--- config.mk ---
export PLATFORM = sky130hd
export DESIGN_NAME = led_pattern_gen_flat
export DESIGN_NICKNAME = d
export VERILOG_FILES = /design/src/rtl/led_pgen_pkg.sv /design/src/rtl/led_pattern_gen_if.sv /design/src/rtl/led_prescaler.sv /design/src/rtl/led_pattern_gen.sv /design/src/flat_wrapper.sv
export SDC_FILE = /design/constraint.sdc
export NUM_CORES = 1
export LEC_CHECK = 0
export CAP_MARGIN = 20
export CORE_MARGIN = 5
export CORE_UTILIZATION = 61
export DETAILED_ROUTE_END_ITERATION = 6
export GPL_ROUTABILITY_DRIVEN = 0
export PLACE_DENSITY = 0.93
export SETUP_SLACK_MARGIN = 0.3
export SLEW_MARGIN = 20
export SYNTH_ARGS = -nofsm -noshare
export SYNTH_HDL_FRONTEND = slang
export SYNTH_SLANG_ARGS = --single-unit
--- constraint.sdc ---
create_clock -name clk -period 4.1 [get_ports clk]
set_input_delay 0.82 -clock clk [delete_from_list [all_inputs] [get_ports clk]]
set_output_delay 0.82 -clock clk [all_outputs]
set_load 0.03 [all_outputs]
--- src/rtl/led_pgen_pkg.sv ---
// ----------------------------------------------------------------------------
// led_pgen_pkg
// Shared types for the LED pattern generator: pattern modes, controller
// states and the bounce direction.
// Configuration macro: LED_PGEN_PWM_EN (nothing in this package depends on it).
// ----------------------------------------------------------------------------
package led_pgen_pkg;

    localparam int MODE_W = 2;

    typedef enum logic [MODE_W-1:0] {
        OFF    = 2'd0,
        BLINK  = 2'd1,
        CHASE  = 2'd2,
        BOUNCE = 2'd3
    } mode_e;

    typedef enum logic [1:0] {
        IDLE,
        APPLY,
        RUN
    } state_e;

    typedef enum logic {
        LEFT,
        RIGHT
    } dir_e;

endpackage

--- src/rtl/led_pattern_gen_if.sv ---
// ----------------------------------------------------------------------------
// led_pattern_gen_if
// Valid/ready configuration port of the LED pattern generator.
//   cfg_valid  master -> slave  config offer
//   cfg_ready  slave -> master  pending slot free
//   cfg_mode   master -> slave  OFF / BLINK / CHASE / BOUNCE
//   cfg_div    master -> slave  step period minus one
//   cfg_duty   master -> slave  brightness (only with LED_PGEN_PWM_EN)
// Configuration macro: LED_PGEN_PWM_EN adds cfg_duty.
// ----------------------------------------------------------------------------
interface led_pattern_gen_if #(
    parameter int CNT_W = 24,
    parameter int PWM_W = 4
);
    import led_pgen_pkg::*;

    typedef logic [PWM_W-1:0] duty_t;

    logic             cfg_valid;
    logic             cfg_ready;
    mode_e            cfg_mode;
    logic [CNT_W-1:0] cfg_div;

`ifdef LED_PGEN_PWM_EN
    duty_t            cfg_duty;

    modport master (output cfg_valid, cfg_mode, cfg_div, cfg_duty, input cfg_ready);
    modport slave  (input cfg_valid, cfg_mode, cfg_div, cfg_duty, output cfg_ready);
`else
    modport master (output cfg_valid, cfg_mode, cfg_div, input cfg_ready);
    modport slave  (input cfg_valid, cfg_mode, cfg_div, output cfg_ready);
`endif

endinterface

--- src/rtl/led_prescaler.sv ---
// ----------------------------------------------------------------------------
// led_prescaler
// Programmable step-rate divider. Counts enabled clocks and emits one tick
// per div+1 enabled cycles; div = 0 ticks on every enabled cycle.
//   clk   in         system clock
//   rst   in         synchronous active-high reset
//   en    in         count enable; while low the count holds and no tick fires
//   div   in  CNT_W  terminal count
//   clr   in         restart the period from zero (takes priority over en)
//   tick  out        high for the cycle in which cnt == div while enabled
// Configuration macro: LED_PGEN_PWM_EN (not used in this file).
// ----------------------------------------------------------------------------
module led_prescaler #(
    parameter int CNT_W = 24
) (
    input  logic             clk,
    input  logic             rst,
    input  logic             en,
    input  logic [CNT_W-1:0] div,
    input  logic             clr,
    output logic             tick
);

    logic [CNT_W-1:0] cnt;

    // Tick is decoded from the registered count so it is a clean one-cycle
    // pulse that lines up with the wrap back to zero.
    assign tick = en && (cnt == div);

    always_ff @(posedge clk) begin
        if (rst || clr) begin
            cnt <= '0;
        end else if (en) begin
            if (cnt == div) begin
                cnt <= '0;
            end else begin
                cnt <= cnt + CNT_W'(1);
            end
        end
    end

endmodule

--- src/rtl/led_pattern_gen.sv ---
// ----------------------------------------------------------------------------
// led_pattern_gen
// Multi-channel LED pattern generator (off / blink / chase / bounce) stepped
// by a programmable prescaler. New mode and period arrive through a one-deep
// valid/ready slot and are committed only on a pattern-step boundary.
//   clk        in        system clock
//   rst        in        synchronous active-high reset
//   en         in        1 = run, 0 = freeze prescaler and pattern
//   cfg        slave     config port (led_pattern_gen_if)
//   led        out  CH   LED drive, active-high
//   step_tick  out       one-cycle pulse per pattern step
//   busy       out       high while a pattern is running
// Configuration macro: LED_PGEN_PWM_EN adds a brightness duty register and a
// free-running PWM counter that gates the whole pattern.
// ----------------------------------------------------------------------------
module led_pattern_gen
    import led_pgen_pkg::*;
#(
    parameter int CH      = 8,
    parameter int CNT_W   = 24,
    parameter int DIV_RST = 3,
    parameter int PWM_W   = 4
) (
    input  logic              clk,
    input  logic              rst,
    input  logic              en,
    led_pattern_gen_if.slave  cfg,
    output logic [CH-1:0]     led,
    output logic              step_tick,
    output logic              busy
);

    typedef logic [PWM_W-1:0] duty_t;

    state_e           state;
    mode_e            mode;
    mode_e            pend_mode;
    dir_e             dir;
    logic [CNT_W-1:0] div;
    logic [CNT_W-1:0] pend_div;
    logic             pend_valid;
    logic [CH-1:0]    pattern;
    logic             tick;
    logic             cfg_accept;

    function automatic logic [CH-1:0] start_pattern(input mode_e m);
        case (m)
            BLINK:         return '1;
            CHASE, BOUNCE: return CH'(1);
            default:       return '0;
        endcase
    endfunction

    assign cfg_accept    = cfg.cfg_valid && !pend_valid;
    assign cfg.cfg_ready = !pend_valid;
    assign busy          = (state == RUN);
    assign step_tick     = tick;

    // The APPLY cycle restarts the period so the new pattern gets a full
    // first step regardless of where the old period was.
    led_prescaler #(.CNT_W(CNT_W)) u_prescaler (
        .clk  (clk),
        .rst  (rst),
        .en   (en),
        .div  (div),
        .clr  (state == APPLY),
        .tick (tick)
    );

    // Controller: pending slot capture, state machine and pattern register.
    // A tick that finds a pending config goes to APPLY instead of stepping,
    // so a config accepted on a tick cycle still lets that tick step the old
    // pattern (pend_valid is only visible from the following cycle).
    always_ff @(posedge clk) begin
        if (rst) begin
            state      <= IDLE;
            mode       <= OFF;
            pend_mode  <= OFF;
            dir        <= LEFT;
            div        <= CNT_W'(DIV_RST);
            pend_div   <= '0;
            pend_valid <= 1'b0;
            pattern    <= '0;
        end else begin
            if (cfg_accept) begin
                pend_valid <= 1'b1;
                pend_mode  <= cfg.cfg_mode;
                pend_div   <= cfg.cfg_div;
            end

            case (state)
                IDLE: begin
                    if (pend_valid) begin
                        state <= APPLY;
                    end
                end

                APPLY: begin
                    mode       <= pend_mode;
                    div        <= pend_div;
                    dir        <= LEFT;
                    pattern    <= start_pattern(pend_mode);
                    pend_valid <= 1'b0;
                    state      <= (pend_mode == OFF) ? IDLE : RUN;
                end

                RUN: begin
                    if (tick) begin
                        if (pend_valid) begin
                            state <= APPLY;
                        end else begin
                            case (mode)
                                BLINK: pattern <= ~pattern;
                                // Rotate left; with CH == 1 this reduces to a hold.
                                CHASE: pattern <= (pattern << 1) | (pattern >> (CH - 1));
                                // The end bits reverse and move in the same step,
                                // so the lit LED never dwells at either end.
                                BOUNCE: begin
                                    if (CH > 1) begin
                                        if (dir == LEFT) begin
                                            if (pattern[CH-1]) begin
                                                pattern <= pattern >> 1;
                                                dir     <= RIGHT;
                                            end else begin
                                                pattern <= pattern << 1;
                                            end
                                        end else begin
                                            if (pattern[0]) begin
                                                pattern <= pattern << 1;
                                                dir     <= LEFT;
                                            end else begin
                                                pattern <= pattern >> 1;
                                            end
                                        end
                                    end
                                end
                                default: pattern <= pattern;
                            endcase
                        end
                    end
                end

                default: state <= IDLE;
            endcase
        end
    end

`ifdef LED_PGEN_PWM_EN
    duty_t duty;
    duty_t pend_duty;
    duty_t pwm_cnt;
    logic  pwm_on;

    // Brightness: the duty rides in the same pending slot as mode/div and is
    // committed in APPLY; the PWM counter free-runs independently of en.
    always_ff @(posedge clk) begin
        if (rst) begin
            duty      <= '1;
            pend_duty <= '1;
            pwm_cnt   <= '0;
        end else begin
            pwm_cnt <= pwm_cnt + duty_t'(1);
            if (cfg_accept) begin
                pend_duty <= cfg.cfg_duty;
            end
            if (state == APPLY) begin
                duty <= pend_duty;
            end
        end
    end

    // All-ones duty means fully on rather than on for 2^PWM_W - 1 cycles.
    assign pwm_on = (duty == '1) || (pwm_cnt < duty);
    assign led    = pattern & {CH{pwm_on}};
`else
    assign led = pattern;
`endif

endmodule
--- src/flat_wrapper.sv ---
// flat-port wrapper written by rule: the top's interface ports become plain ports
module led_pattern_gen_flat import led_pgen_pkg::*;
#(
    parameter int CH      = 8,
    parameter int CNT_W   = 24,
    parameter int DIV_RST = 3,
    parameter int PWM_W   = 4
)
  (clk, rst, en, led, step_tick, busy, cfg_cfg_valid, cfg_cfg_mode, cfg_cfg_div, cfg_cfg_ready);
  led_pattern_gen_if #(.CNT_W(CNT_W), .PWM_W(PWM_W)) cfg_i ();
  input  logic clk;
  input  logic rst;
  input  logic en;
  output logic [CH-1:0] led;
  output logic step_tick;
  output logic busy;
  input wire logic [$bits(cfg_i.cfg_valid)-1:0] cfg_cfg_valid;
  input wire logic [$bits(cfg_i.cfg_mode)-1:0] cfg_cfg_mode;
  input wire logic [$bits(cfg_i.cfg_div)-1:0] cfg_cfg_div;
  output wire logic [$bits(cfg_i.cfg_ready)-1:0] cfg_cfg_ready;
  assign cfg_i.cfg_valid = cfg_cfg_valid;
  assign cfg_i.cfg_mode = cfg_cfg_mode;
  assign cfg_i.cfg_div = cfg_cfg_div;
  assign cfg_cfg_ready = cfg_i.cfg_ready;
  led_pattern_gen #(.CH(CH), .CNT_W(CNT_W), .DIV_RST(DIV_RST), .PWM_W(PWM_W)) u_core (.clk(clk), .rst(rst), .en(en), .cfg(cfg_i), .led(led), .step_tick(step_tick), .busy(busy));
endmodule
# Word-level counts from Yosys, hierarchy flattened
# Cells that the tools add are included.
# Widths: inputs -> output; s select.
[word_totals] register_bits=88 output_inout_bits=11 elab_cells=56
[op_classes] n_addsub=1 eq_ne=13 n_mux=20 bitwise=2 n_reduce_logical=11
[ops] cell="$mux 8" n=5
[ops] cell="$pmux 8 s2" n=2
[ops] cell="$add 24x1->24 const B" n=1
[ops] cell="$eq 24x24->1" n=1
[ops] cell="$mux 24" n=1
[ops] cell="$pmux 8 s3" n=1
[ops] cell="$eq 2x2->1 const B" n=5
[ops] cell="$not 8->8" n=1
[ops] cell="$or 8x1->8" n=1
[ops] cell="$reduce_and 4->1" n=2
[ops] cell="$eq 2x1->1 const B" n=3
[ops] cell="$mux 1" n=6
[ops] cell="$mux 2" n=3
[ops] cell="$pmux 2 s3" n=1
[ops] cell="$logic_not 2->1" n=2
[ops] cell="$ne 2x2->1 const B" n=2
[ops] cell="$ne 4x1->1 const B" n=1
[ops] cell="$reduce_or 2->1" n=2
[ops] cell="$logic_and 1x1->1" n=2
[ops] cell="$ne 2x1->1 const B" n=1
[ops] cell="$pmux 1 s2" n=1
[ops] cell="$reduce_bool 2->1" n=1
[ops] cell="$logic_not 1->1" n=1
[ops] cell="$logic_or 1x1->1" n=1

# Longest topological paths before layout
[logic_depth] depth_word=6 depth_mapped=7 depth_no_buf=7

# Modules after synthesis
# A second synthesis with hierarchy kept.
[unflattened] hier_cells=494 area_unflattened_um2=4092.7
[modules_own_cells] module="led_pattern_gen" instances=1 cells_per_inst=335 area_per_inst_um2=2641.3 seq_area_each_um2=1281.2
[modules_own_cells] module="led_prescaler" instances=1 cells_per_inst=159 area_per_inst_um2=1451.4 seq_area_each_um2=480.5

# Worst setup path before layout
# No wires, ideal clock.
[synth_path] kind="input-to-output" from="input port en" to="output port step_tick" arrival_time_ps=2073 required_ps=3280 slack_ps=1207 cell_stages=3 path_buffers=1 path_cell_list="clkbuf_1 -> nand2_1 -> nor4_1"
[synth_between] elab_chain_len=1
[synth_rtl] element="from (decl)" line_no="flat_wrapper.sv:13" text="input logic en;"
[synth_rtl] element="$logic_and 1x1->1" line_no="led_prescaler.sv:28" text="assign tick = en && (cnt == div);"
[synth_rtl] element="to (decl)" line_no="flat_wrapper.sv:15" text="output logic step_tick;"
# No other way between the ends.

# Worst setup path in the final report
[layout_path] from="register u_core.u_prescaler.cnt[17]" to="output port step_tick"
[layout_between] elab_chain_len=2
[layout_rtl] element="from (decl)" line_no="led_prescaler.sv:24" text="logic [CNT_W-1:0] cnt;"
[layout_rtl] element="from (signal assigned)" line_no="led_prescaler.sv:37" text="cnt <= cnt + CNT_W'(1);"
[layout_rtl] element="$eq 24x24->1" line_no="led_prescaler.sv:28"
[layout_rtl] element="$logic_and 1x1->1" line_no="led_prescaler.sv:28"
# No other way between the ends.

==> flow_summary_export.csv <==
group,metric,value,unit
run_status,status,"complete, no violations",
clock_tree,hold_buffers,0,
yosys,postSynthAreaPerCell,8.12,µm²
grt,grt_pass1_vias,3349,
timing,final.setup.tns,0,ns
placement,dp_hpwl,6470,µm
cells_and_area,syn_to_final_growth,15.7,%
grt,grt_use_total,22.5,%
yosys,yosysTopAreaCell,"dfxtp_1",
cells_and_area,layout_common_cells,"nand2_1 (119), dfxtp_1 (88), a21oi_1 (62)",
floorplanning,rows,29,
floorplanning,io_pins,41,
clock_tree,cts_tree,"yes",
clock_tree,ctsResizeCount,0,
clock_tree,cts.clk_slew.worst_paths,0.09,ns
worst_setup_path,start_kind,"flop",
flow_run,cap_viol_max_count,0,
clock_tree,cts_buffers,9,
yosys,postSynthCellCount,495,
drt,wl_per_cell,15.7,µm
clock_tree,cts_root_buffer,"clkbuf_8",
yosys,synthArstFlopShare,0,%
grt,antenna_found_initial,0,
yosys,synth_seq_cells,88,
drt,drt_iter0_drc,211,
floorplanning,dieWidth,91.2,µm
power,power.density,378,nW/µm²
cells_and_area,fin_cells,603,
worst_setup_path,crit_path_end_kind,"output port",
timing,tightest_slew,0.827,ns
timing,finClkSkew,0.0122,ns
drt,postRouteAntennaNets,0,
grt,overflow,0,
yosys,yosysWarnings,0,
placement,dpl_cell_area,4420,µm²
placement,port_buffers,40,
cells_and_area,antenna_cells,0,
timing,period_share,82.1,%
timing,slew_headroom,44.7,%
cells_and_area,layout-drive-gt1-share,6.65,%
floorplanning,die-area,8310,µm²
cells_and_area,fillerInstances,436,
yosys,synth_top_area_share,43.8,%
cells_and_area,final_nets,554,
worst_setup_path,crit_path_max_fanout,6,
yosys,ys_seq_area_share,43.8,%
yosys,synthTopCellsByArea,"dfxtp_1 (44%), nand2_1 (11%), a21oi_1 (7.7%)",
clock_tree,clk_latency,0.37,ns
timing,hold_viol_final,0,
timing,setup_violations,0,
worst_setup_path,cp_data_arrival_time,2.55,ns
worst_setup_path,reg2reg_slack,1.62,ns
drt,viasPerCell,5.97,
drt,first_pass_iters,5,
clock_tree,cts_setup_buffers,0,
worst_setup_path,cp.required,3.28,ns
timing,period_needed,3.37,ns
timing,max_freq,297,MHz
floorplanning,coreArea,6390,µm²
drt,route.detailed.drc,0,
hold_path,hold_class,"reg -> reg",
power,leakagePower,1.74,nW
worst_setup_path,critPathKind,"reg -> out",
timing,maxSlewViolCount,0,
yosys,synth_flop_cell,"dfxtp_1",
drt,drt-total-wl,9440,µm
drt,vias,3597,
placement,placedCellCount,587,
grt,grt_pass1_wl,15500,µm
yosys,ys_types,44,
power,ir_worst_vdd,0.000332,V
clock_tree,cts_sinks,88,
clock_tree,clock_path_buffers,2,
floorplanning,die_height,91.2,µm
clock_tree,cts-htree-levels,3,
floorplanning,initial_core_util,63.0,%
yosys,synth_nets,528,
grt,grt_max_degree,69,
cells_and_area,final_common_cell,"nand2_1",
yosys,synth_edf_count,0,
timing,rsz0062_at_grt,"false",
cells_and_area,final_cell_area,4650,µm²
yosys,synth_area,4020,µm²
-- cells by family after synthesis --
| family | synth area share [%] |
|---|---|
| simple gates | 26.3 |
| compound gates | 12.8 |
| flops | 43.8 |
| xor+xnor | 10.2 |
| buf+inv | 3.45 |
| mux | 2.46 |
| fa+ha+maj | 0.934 |
-- state kept, by name, summed over array words and instances (netlist names) --
signal	count
u_core.div	24
u_core.pend_mode	2
u_core.pend_div	24
u_core.pend_valid	1
u_core.mode	2
u_core.led	8
u_core.u_prescaler.cnt	24
u_core.dir	1
u_core.state	2
-- through the flow --
stage | utilization [%] | power, mW | hold slack (ns) | setup slack [ns]
after floorplan | - | 1.03 | 0.432 | 1.21
after CTS | 72.8 | 1.76 | 0.459 | 0.770
final | 72.8 | 1.76 | 0.462 | 0.733
after global placement | 69.2 | 1.08 | 0.440 | 0.821
after global routing | 72.8 | 1.82 | 0.478 | 0.566
after detailed placement | 69.2 | 1.09 | 0.446 | 0.776
-- layer usage --
metal | track usage, % | up-vias | wire (µm)
met3 | 3.14 | 26 | 464
li1 | - | 1744 | -
met1 | 27.6 | 1695 | 3930
met5 | 0 | - | 0
met2 | 38.2 | 132 | 4800
met4 | 11.9 | 0 | 250
-- final cells by class --
| class | instances | area [µm²] | share of cell area [%] |
|---|---|---|---|
| flip-flops and latches | 88 | 1760 | 37.9 |
| inverters | 5 | 18.8 | 0.403 |
| clock buffers | 9 | 124 | 2.66 |
| multi-input cells | 374 | 2120 | 45.6 |
| well taps | 77 | 96.3 | 2.07 |
| repair buffers | 43 | 420 | 9.04 |
| clock inverters | 7 | 109 | 2.34 |
-- worst paths after layout --
path | from | to | depth (start not counted)
max | u_core.u_prescaler.cnt[17]$_SDFFE_PP0P_ | step_tick | 5
min | u_core.pend_div[6]$_SDFFE_PP0P_ | u_core.div[6]$_SDFFE_PP0P_ | 2
max reg2reg | u_core.u_prescaler.cnt[22]$_SDFFE_PP0P_ | u_core.u_prescaler.cnt[21]$_SDFFE_PP0P_ | 5
min reg2reg | u_core.pend_div[6]$_SDFFE_PP0P_ | u_core.div[6]$_SDFFE_PP0P_ | 2
-- worst max-delay path: stages, from the launching register on --
cell and delay, ns:
dfxtp_1 0.47, xor2_1 0.15, nor4_1 0.45, nand2_1 0.12
nor4_1 0.28, clkdlybuf4s50_1 0.71
-- where the power goes --
part	internal [mW]	total (mW)	leakage [nW]	switching, mW
Clock	0.357	0.689	0.118	0.333
Sequential	0.880	0.902	0.714	0.0219
Combinational	0.0722	0.168	0.903	0.0961
Total	1.31	1.76	1.74	0.451
-- cell usage after synthesis, types with 2 or more instances --
master and n:
a21oi_1 62, clkbuf_1 23, o21a_1 2, ha_1 3, xor2_1 25, buf_6 2
mux2_2 7, nand2b_1 7, o21ai_0 2, a31oi_1 8, nor4_1 13, o31ai_1 2
nand2_1 119, inv_1 5, nand3b_1 3, nor2b_1 11, xnor2_1 22, buf_1 3
nand4_1 11, or4_4 2, nand3_1 7, nor3_1 13, a21o_1 2, dfxtp_1 88
mux2i_1 2, nor2_1 30, and4_1 2, and3_1 3
Note: power is estimated with default switching activity, not from simulation.
